## src/rtl/ipif_arb_pkg.sv

```systemverilog
// ipif_arb_pkg: shared types and helpers for the parameter-register arbiter.
//    arb_state_t : access sequencer states (IDLE -> ACCESS -> ACK)
//    byte_merge  : byte-enable merge of one byte of write data into the old register byte
package ipif_arb_pkg;
   typedef enum logic [1:0] {IDLE, ACCESS, ACK} arb_state_t;
   function automatic logic [7:0] byte_merge(input logic [7:0] old_b, input logic [7:0] new_b, input logic strb);
      return strb ? new_b : old_b;
   endfunction
endpackage

```

## src/rtl/ipif_param_arbiter_if.sv

```systemverilog
// ipif_param_arbiter_if: requester-side bundle of the parameter arbiter.
//    req/wr/addr/wdata/wstrb : per-requester access request, held until ack
//    ack                     : one-cycle completion pulse per requester
//    err/rdata               : shared response, valid only with ack
//    master = requesters, slave = arbiter
interface ipif_param_arbiter_if #(
   parameter int N_REQ      = 2,
   parameter int DATA_WIDTH = 32,
   parameter int ADDR_WIDTH = 1
);
   logic [N_REQ-1:0]              req;
   logic [N_REQ-1:0]              wr;
   logic [N_REQ*ADDR_WIDTH-1:0]   addr;
   logic [N_REQ*DATA_WIDTH-1:0]   wdata;
   logic [N_REQ*DATA_WIDTH/8-1:0] wstrb;
   logic [N_REQ-1:0]              ack;
   logic                          err;
   logic [DATA_WIDTH-1:0]         rdata;
   modport master (output req, wr, addr, wdata, wstrb, input ack, err, rdata);
   modport slave  (input req, wr, addr, wdata, wstrb, output ack, err, rdata);
endinterface

```

## src/rtl/rr_arbiter.sv

```systemverilog
// rr_arbiter: combinational round-robin pick of the first requester at/after ptr.
//    req   : request vector
//    ptr   : index searched first
//    grant : one-hot winner, idx : winner index, valid : any request present
module rr_arbiter #(
   parameter int N  = 2,
   parameter int IW = (N > 1) ? $clog2(N) : 1
) (
   input  logic [N-1:0]  req,
   input  logic [IW-1:0] ptr,
   output logic [N-1:0]  grant,
   output logic [IW-1:0] idx,
   output logic          valid
);
   int c;
   always_comb begin
      grant = '0;
      idx   = '0;
      valid = 1'b0;
      c     = 0;
      for (int i = 0; i < N; i++) begin
         c = int'(ptr) + i;
         c = (c >= N) ? c - N : c;
         if (!valid && req[c]) begin
            valid    = 1'b1;
            idx      = IW'(c);
            grant[c] = 1'b1;
         end
      end
   end
endmodule

```

## src/rtl/ipif_param_arbiter.sv

```systemverilog
// ipif_param_arbiter: round-robin serialised single-register access to a shared parameter register file.
//    IP_clk, IP_resetn : clock, asynchronous active-low reset
//    bus               : requester bundle (req/wr/addr/wdata/wstrb in, ack/err/rdata out)
//    params_from_IP    : status view returned by reads
//    params_to_IP      : register file contents
//    WrCE, RdCE        : one-cycle per-register write/read pulses
module ipif_param_arbiter
   import ipif_arb_pkg::*;
#(
   parameter int                          N_REQ      = 2,
   parameter int                          DATA_WIDTH = 32,
   parameter int                          N_REG      = 2,
   parameter int                          ADDR_WIDTH = (N_REG > 1) ? $clog2(N_REG) : 1,
   parameter logic [N_REG-1:0]            RO_MASK    = '0,
   parameter logic [N_REG*DATA_WIDTH-1:0] RESET_VAL  = '0
) (
   input  logic                          IP_clk,
   input  logic                          IP_resetn,
   ipif_param_arbiter_if.slave           bus,
   input  logic [N_REG*DATA_WIDTH-1:0]   params_from_IP,
   output logic [N_REG*DATA_WIDTH-1:0]   params_to_IP,
   output logic [N_REG-1:0]              WrCE,
   output logic [N_REG-1:0]              RdCE
);
   localparam int IW = (N_REQ > 1) ? $clog2(N_REQ) : 1;
   localparam int NB = DATA_WIDTH / 8;

   arb_state_t                        state_q, state_d;
   logic [IW-1:0]                     rr_q, rr_d, gnt_q, gnt_d;
   logic [N_REQ-1:0]                  gnt_oh_q, gnt_oh_d;
   logic                              wr_q, wr_d;
   logic [ADDR_WIDTH-1:0]             addr_q, addr_d;
   logic [DATA_WIDTH-1:0]             wdata_q, wdata_d;
   logic [NB-1:0]                     wstrb_q, wstrb_d;
   logic                              res_err_q, res_err_d;
   logic [DATA_WIDTH-1:0]             res_data_q, res_data_d;
   logic [N_REG-1:0][DATA_WIDTH-1:0]  regs_q, regs_d;
   logic [N_REQ-1:0]                  ack_q, ack_d;
   logic                              err_q, err_d;
   logic [DATA_WIDTH-1:0]             rdata_q, rdata_d;
   logic [N_REG-1:0]                  wrce_q, wrce_d, rdce_q, rdce_d;
   logic [N_REQ-1:0]                  arb_grant;
   logic [IW-1:0]                     arb_idx;
   logic                              arb_valid;
   logic [DATA_WIDTH-1:0]             merged;
   logic                              bad;
   int                                ri;

   // The requester being acked this cycle still holds req; masking it keeps it from being served twice.
   rr_arbiter #(.N(N_REQ), .IW(IW)) u_arb (
      .req   (bus.req & ~ack_q),
      .ptr   (rr_q),
      .grant (arb_grant),
      .idx   (arb_idx),
      .valid (arb_valid)
   );

   always_comb begin
      // ri stays in range so out-of-range addresses never index past the register file.
      ri  = (int'(addr_q) < N_REG) ? int'(addr_q) : 0;
      bad = (int'(addr_q) >= N_REG) || (wr_q && RO_MASK[ri]);
      merged = '0;
      for (int b = 0; b < NB; b++)
         merged[b*8 +: 8] = byte_merge(regs_q[ri][b*8 +: 8], wdata_q[b*8 +: 8], wstrb_q[b]);
      state_d    = state_q;
      rr_d       = rr_q;
      gnt_d      = gnt_q;
      gnt_oh_d   = gnt_oh_q;
      wr_d       = wr_q;
      addr_d     = addr_q;
      wdata_d    = wdata_q;
      wstrb_d    = wstrb_q;
      res_err_d  = res_err_q;
      res_data_d = res_data_q;
      regs_d     = regs_q;
      ack_d      = '0;
      err_d      = 1'b0;
      rdata_d    = '0;
      wrce_d     = '0;
      rdce_d     = '0;
      if (state_q == IDLE) begin
         if (arb_valid) begin
            state_d  = ACCESS;
            gnt_d    = arb_idx;
            gnt_oh_d = arb_grant;
            wr_d     = bus.wr[arb_idx];
            addr_d   = bus.addr[arb_idx*ADDR_WIDTH +: ADDR_WIDTH];
            wdata_d  = bus.wdata[arb_idx*DATA_WIDTH +: DATA_WIDTH];
            wstrb_d  = bus.wstrb[arb_idx*NB +: NB];
         end
      end else if (state_q == ACCESS) begin
         state_d    = ACK;
         res_err_d  = bad;
         res_data_d = (bad || wr_q) ? '0 : params_from_IP[ri*DATA_WIDTH +: DATA_WIDTH];
         wrce_d[ri] = !bad && wr_q;
         rdce_d[ri] = !bad && !wr_q;
      end else begin
         // The register file changes together with ack, one cycle after the WrCE pulse.
         state_d = IDLE;
         ack_d   = gnt_oh_q;
         err_d   = res_err_q;
         rdata_d = res_data_q;
         if (wr_q && !res_err_q)
            regs_d[ri] = merged;
         rr_d = (gnt_q == IW'(N_REQ - 1)) ? '0 : gnt_q + 1'b1;
      end
   end

   always_ff @(posedge IP_clk or negedge IP_resetn) begin
      if (!IP_resetn) begin
         state_q    <= IDLE;
         rr_q       <= '0;
         gnt_q      <= '0;
         gnt_oh_q   <= '0;
         wr_q       <= 1'b0;
         addr_q     <= '0;
         wdata_q    <= '0;
         wstrb_q    <= '0;
         res_err_q  <= 1'b0;
         res_data_q <= '0;
         regs_q     <= RESET_VAL;
         ack_q      <= '0;
         err_q      <= 1'b0;
         rdata_q    <= '0;
         wrce_q     <= '0;
         rdce_q     <= '0;
      end else begin
         state_q    <= state_d;
         rr_q       <= rr_d;
         gnt_q      <= gnt_d;
         gnt_oh_q   <= gnt_oh_d;
         wr_q       <= wr_d;
         addr_q     <= addr_d;
         wdata_q    <= wdata_d;
         wstrb_q    <= wstrb_d;
         res_err_q  <= res_err_d;
         res_data_q <= res_data_d;
         regs_q     <= regs_d;
         ack_q      <= ack_d;
         err_q      <= err_d;
         rdata_q    <= rdata_d;
         wrce_q     <= wrce_d;
         rdce_q     <= rdce_d;
      end
   end

   assign bus.ack      = ack_q;
   assign bus.err      = err_q;
   assign bus.rdata    = rdata_q;
   assign params_to_IP = regs_q;
   assign WrCE         = wrce_q;
   assign RdCE         = rdce_q;
endmodule

```

## src/flat_wrapper.sv

```systemverilog
// flat-port wrapper written by rule: the top's interface ports become plain ports
module ipif_param_arbiter_flat import ipif_arb_pkg::*;
#(
   parameter int                          N_REQ      = 2,
   parameter int                          DATA_WIDTH = 32,
   parameter int                          N_REG      = 2,
   parameter int                          ADDR_WIDTH = (N_REG > 1) ? $clog2(N_REG) : 1,
   parameter logic [N_REG-1:0]            RO_MASK    = '0,
   parameter logic [N_REG*DATA_WIDTH-1:0] RESET_VAL  = '0
)
  (IP_clk, IP_resetn, params_from_IP, params_to_IP, WrCE, RdCE, bus_req, bus_wr, bus_addr, bus_wdata, bus_wstrb, bus_ack, bus_err, bus_rdata);
  ipif_param_arbiter_if #(.N_REQ(N_REQ), .DATA_WIDTH(DATA_WIDTH), .ADDR_WIDTH(ADDR_WIDTH)) bus_i ();
  input  logic IP_clk;
  input  logic IP_resetn;
  input  logic [N_REG*DATA_WIDTH-1:0] params_from_IP;
  output logic [N_REG*DATA_WIDTH-1:0] params_to_IP;
  output logic [N_REG-1:0] WrCE;
  output logic [N_REG-1:0] RdCE;
  input wire logic [$bits(bus_i.req)-1:0] bus_req;
  input wire logic [$bits(bus_i.wr)-1:0] bus_wr;
  input wire logic [$bits(bus_i.addr)-1:0] bus_addr;
  input wire logic [$bits(bus_i.wdata)-1:0] bus_wdata;
  input wire logic [$bits(bus_i.wstrb)-1:0] bus_wstrb;
  output wire logic [$bits(bus_i.ack)-1:0] bus_ack;
  output wire logic [$bits(bus_i.err)-1:0] bus_err;
  output wire logic [$bits(bus_i.rdata)-1:0] bus_rdata;
  assign bus_i.req = bus_req;
  assign bus_i.wr = bus_wr;
  assign bus_i.addr = bus_addr;
  assign bus_i.wdata = bus_wdata;
  assign bus_i.wstrb = bus_wstrb;
  assign bus_ack = bus_i.ack;
  assign bus_err = bus_i.err;
  assign bus_rdata = bus_i.rdata;
  ipif_param_arbiter #(.N_REQ(N_REQ), .DATA_WIDTH(DATA_WIDTH), .N_REG(N_REG), .ADDR_WIDTH(ADDR_WIDTH), .RO_MASK(RO_MASK), .RESET_VAL(RESET_VAL)) u_core (.IP_clk(IP_clk), .IP_resetn(IP_resetn), .bus(bus_i), .params_from_IP(params_from_IP), .params_to_IP(params_to_IP), .WrCE(WrCE), .RdCE(RdCE));
endmodule
```

## config.mk

```make
export PLATFORM = sky130hd
export DESIGN_NAME = ipif_param_arbiter_flat
export DESIGN_NICKNAME = d
export VERILOG_FILES = /design/src/rtl/ipif_arb_pkg.sv /design/src/rtl/ipif_param_arbiter_if.sv /design/src/rtl/rr_arbiter.sv /design/src/rtl/ipif_param_arbiter.sv /design/src/flat_wrapper.sv
export SDC_FILE = /design/constraint.sdc
export NUM_CORES = 1
export LEC_CHECK = 0
export ABC_AREA = 1
export CORE_MARGIN = 5
export CORE_UTILIZATION = 47
export CTS_CLUSTER_DIAMETER = 200
export DETAILED_ROUTE_END_ITERATION = 6
export GPL_ROUTABILITY_DRIVEN = 0
export PLACE_DENSITY = 0.8
export SLEW_MARGIN = 30
export SYNTH_ARGS = -nofsm -noshare
export SYNTH_HDL_FRONTEND = slang
export SYNTH_SLANG_ARGS = --single-unit
export TNS_END_PERCENT = 10
```

## constraint.sdc

```tcl
create_clock -name IP_clk -period 1.6 [get_ports IP_clk]
set_clock_uncertainty 0.05 [all_clocks]
set_input_delay 0.16 -clock IP_clk [delete_from_list [all_inputs] [get_ports IP_clk]]
set_output_delay 0.16 -clock IP_clk [all_outputs]
set_load 0.005 [all_outputs]
```

After elaboration in Yosys (flattened, before gate mapping)
Cells that the tools add are included. Widths: inputs -> output; s select.

Equality and inequality tests: 2. Bitwise gates (word level): 7. Multiplexer cells: 47. Magnitude comparators: 9. Reduce and logical (&&, ||, !) cells: 18. Add/subtract/negate cells: 4. Shifts and indexed selects: 4.

Operators by type and width (count): $mux 32 (8); $shiftx 64x7->32 (2); $bwmux 64 (1); $ge 32x1->1 const B (2); $lt 32x3->1 const B (2); $demux 32 s1 (1); $mux 8 (4); $mux 2 (11); $mux 1 (19); $logic_and 1x1->1 (8); $shiftx 8x4->4 (1); $and 2x2->2 (3); $reduce_and 2->1 (3); $logic_not 1->1 (4); $lt 1x2->1 const B (2); $demux 1 s1 (3); $reduce_and 3->1 (1); $sub 1x2->3 const B (1); $sub 2x2->3 const B (1); $add 1x1->2 const B (1); $eq 2x1->1 const B (1); $ge 1x2->1 const B (1); $ge 2x2->1 const B (1); $logic_not 2->1 (1); 8 further kinds (9).

Bits in registers: 180. Output and inout port bits: 103. Input port bits: 144. Word-level logic and storage cells: 108.

Logic depth before layout (Yosys ltp)
Depth after elaboration: 11. Mapped depth: 9. Depth with buffers taken out: 7.

Hierarchy
From an unflattened synthesis, not the netlist that was laid out.

Cells, all modules: 1090. Area total of the unflattened synthesis: 8169.1 µm².

By module, submodules not included: ipif_param_arbiter (times used 1, cells an instance 1076, seq. area each 4454.3 µm², area each 8114.0 µm²); rr_arbiter (times used 1, cells an instance 14, seq. area each 0.0 µm², area each 55.1 µm²).

Least setup slack after synthesis
OpenSTA, ideal clock, no wires.

Path type: reg2reg. From: register u_core.state_q[1]. To: register u_core.wr_q. Path buffers: 1. Stages on the path, launching flop included: 8. Required time: 1.433 ns. Clock period less this slack: 1.366 ns. Setup time: 0.117 ns. Slack: 0.234 ns. Arrival: 1.198 ns. Cells stage by stage: dfrtp_1 > nor2_2 > inv_1 > a21oi_2 > inv_1 > buf_2 > nand2_1 > nand2_1.

Word-level cells in the longest chain between the ends: 2.

Ends and longest elaborated chain: start, declared (line ipif_param_arbiter.sv:28) `arb_state_t state_q, state_d;`; start signal, assigned (line ipif_param_arbiter.sv:128) `state_q <= state_d;`; $logic_not 2->1 (line ipif_param_arbiter.sv:81) `if (state_q == IDLE) begin`; $reduce_and 2->1 (no source line); end signal, assigned (line ipif_param_arbiter.sv:132) `wr_q <= wr_d;`; end, declared (line ipif_param_arbiter.sv:31) `logic wr_q, wr_d;`.

Every way passes these cells. A chain may end at the register's enable or synchronous reset.

Worst setup path in the final report
From: register u_core.regs_q (netlist bit u_core.params_to_IP[63]). To: output port params_to_IP[63].

RTL lines: start, declared (line ipif_param_arbiter.sv:37) `logic [N_REG-1:0][DATA_WIDTH-1:0] regs_q, regs_d;`; start signal, assigned (line ipif_param_arbiter.sv:138) `regs_q <= regs_d;`; end, declared (line flat_wrapper.sv:16) `output logic [N_REG*DATA_WIDTH-1:0] params_to_IP;`.

No word-level cell between the ends.

==> impl_metrics.yaml <==
cells_and_area:
  diodes: 0
  mostFrequentLayoutCell: "nand2_1"
  final_nets: 1412
  areaGrowthSynthToFinish_pct: 43.2
  final_cell_mix: "nand2_1 (382), clkdlybuf4s50_1 (219), dfrtp_1 (177)"
  num-fill-cells: 1404
  final_area_mm2: 0.0117
  drive_gt1_share_pct: 6.25
  postLayoutCoreUtil_pct: 68.1
clock_tree:
  insertion_delay_ps: 420
  clockBufferDepth: 2
  htreeDepth: 4
  cts_made_buffers: 17
  postCtsSetupBuffers: 0
  cts_tree: "yes"
  cts_root_buf: "clkbuf_16"
  cts.reportedPaths.clkPinSlew_ps: 70
  clock_sink_count: 178
outcome:
  status: "completed"
worst_setup_path:
  crit_buf_inv: 1
  arrival_ps: 1350
  critPathKind: "reg -> out"
  cp_top_family: "buffers and inverters"
  crit_chain: "clkdlybuf4s50_1"
  worstPathRequired_ps: 1390
  crit_path_start_kind: "flip-flop"
  cpPeakStageDelay_ps: 560
  crit_path_max_fanout: 3
  cp-end-kind: "output port"
  cp_slowest_cell: "clkdlybuf4s50_1"
detailed_routing:
  via_count: 7613
  drc: 0
  dr.pass1.iters: 7
  avgRoutedWirePerCell_um: 16.0
  ant_nets: 0
  drt_iter0_drc: 470
  detail_route.vias_per_cell: 5.06
  routed_wl_um: 24100
timing:
  fmax_ghz: 0.641
  report.final.slew_viol_count: 0
  finalWorstPathRequiredPeriod_ps: 1560
  hold_violations: 0
  setup_viol: 0
  rsz0062_at_grt: "false"
  fin_crit_sh_pct: 97.4
floorplanning:
  initial_core_util_pct: 47.6
  pin_count: 247
  dieHeight_um: 142
  coreArea_mm2: 0.0172
  num_rows: 48
  die_x_um: 142
  die_area_mm2: 0.0202
yosys:
  yosysWarnings: 0
  yosysSeqAreaShare_pct: 54.3
  synth_fp_nets: 1172
  netlist_instances: 1028
  synth_area_mm2: 0.00820
  syn_avg_cell_area_um2: 7.98
  synth-seq-cells: 178
  yosysUniqueCellTypes: 21
global_routing:
  grt_max_degree: 49
  grt_pass1_wl_um: 38500
  globalRouteOverflowTotal: 0
  antenna_found_initial: 0
  busiest_layer: "met2"
  track_usage_pct: 23.9
  first_global_vias: 7357
  grtUsageMet2_pct: 37.7
  met3_usage_pct: 5.44
  use_met1_pct: 32.3
min_path:
  hold_path_class: "in -> async"
pwr:
  pwr_density_cell_mw_per_mm2: 1820
  p_leak_nw: 6.29
  vdd_drop_max_mv: 1.02
  power_w: 0.0214
place:
  port_buffers: 245
  place_area_mm2: 0.0111
  dp_hpwl_um: 16800
job:
  drv_cap: 0
[logic make-up (layout without fill, tap and decap cells)]
logic type,after synthesis,in the layout,share of synthesized area (%)
buffers and inverters,185,438,9.11
AOI/OAI and AO/OA,99,99,8.04
and+or+nand+nor,565,565,28.5
DFF,178,178,54.3
other,1,1,0.0457
[layout make-up]
| cell class | count | area [um2] | share of cell area, % |
|---|---|---|---|
| clock buffers | 18 | 439 | 3.74 |
| multi-input cells | 665 | 3030 | 25.8 |
| well taps | 225 | 282 | 2.40 |
| inverters | 125 | 469 | 4.00 |
| repair buffers | 281 | 2930 | 24.9 |
| flip-flops and latches | 178 | 4460 | 37.9 |
| clock inverters | 14 | 145 | 1.24 |
[synthesized netlist by cell type, drive strengths merged]
library cell | instances | area, um2
dfrtp | 178 | 4450
clkinv | 1 | 3.75
clkbuf | 26 | 97.6
o21bai | 32 | 240
nor2 | 34 | 130
o211ai | 32 | 240
o21ai | 34 | 170
nand2 | 383 | 1440
a21oi | 1 | 8.76
inv | 124 | 465
conb | 1 | 3.75
buf | 34 | 180
nand3 | 143 | 721
nor3 | 5 | 46.3
[through the flow]
stage	TNS [ps]	std cells	hold WS [ps]	setup WS, ps
after global routing	0	1506	183	0.731
after CTS	0	1506	166	2.09
final	0	1506	164	40.9
after global placement	0	1473	38.4	14.2
after floorplan	0	1028	-186	234
after detailed placement	-12.4	1473	36.3	-12.4
[what timing repair did]
item	in CTS	in global routing
pin swaps	0	0
setup endpoints to repair	1	45
hold buffers	1	0
hold endpoints to repair	178	0
gates resized for setup	1	26
[flip-flops by register name, summed over array words and instances, names as in the netlist]
| register | cells |
|---|---|
| u_core.params_to_IP | 64 |
| u_core.bus.rdata | 32 |
| u_core.res_data_q | 32 |
| u_core.wdata_q | 32 |
| u_core.wstrb_q | 4 |
| u_core.RdCE | 2 |
| u_core.WrCE | 2 |
| u_core.bus.ack | 2 |
| u_core.gnt_oh_q | 2 |
| u_core.state_q | 2 |
| u_core.addr_q | 1 |
| u_core.gnt_q | 1 |
| u_core.rr_q | 1 |
| u_core.wr_q | 1 |
[per-layer routing]
layer / up-vias / wire length (um)
met3: 52 / 1910
li1: 3705 / -
met4: 0 / 817
met1: 3532 / 10000
met5: - / 0
met2: 324 / 11300
[power by group]
| part | internal, W | switching, W |
|---|---|---|
| logic | 0.00440 | 0.00508 |
| registers | 0.00645 | 0.00131 |
| clock network | 0.00225 | 0.00189 |
[path summary, 6_finish.rpt]
path	start	endpoint	slack (ps)	depth (start not counted)
setup reg to reg	u_core.addr_q	u_core.params_to_IP[18]	110	5
setup / recovery	u_core.params_to_IP[63]	params_to_IP[63]	40	1
hold reg to reg	u_core.gnt_oh_q[0]	u_core.bus.ack[0]	420	2
max in group asynchronous	IP_resetn	u_core.wdata_q[15]	740	3
min in group IP_clk	params_from_IP[53]	u_core.res_data_q[21]	230	3
hold / removal	IP_resetn	u_core.params_to_IP[3]	160	2
No activity file was read; power rests on OpenSTA's default activity.
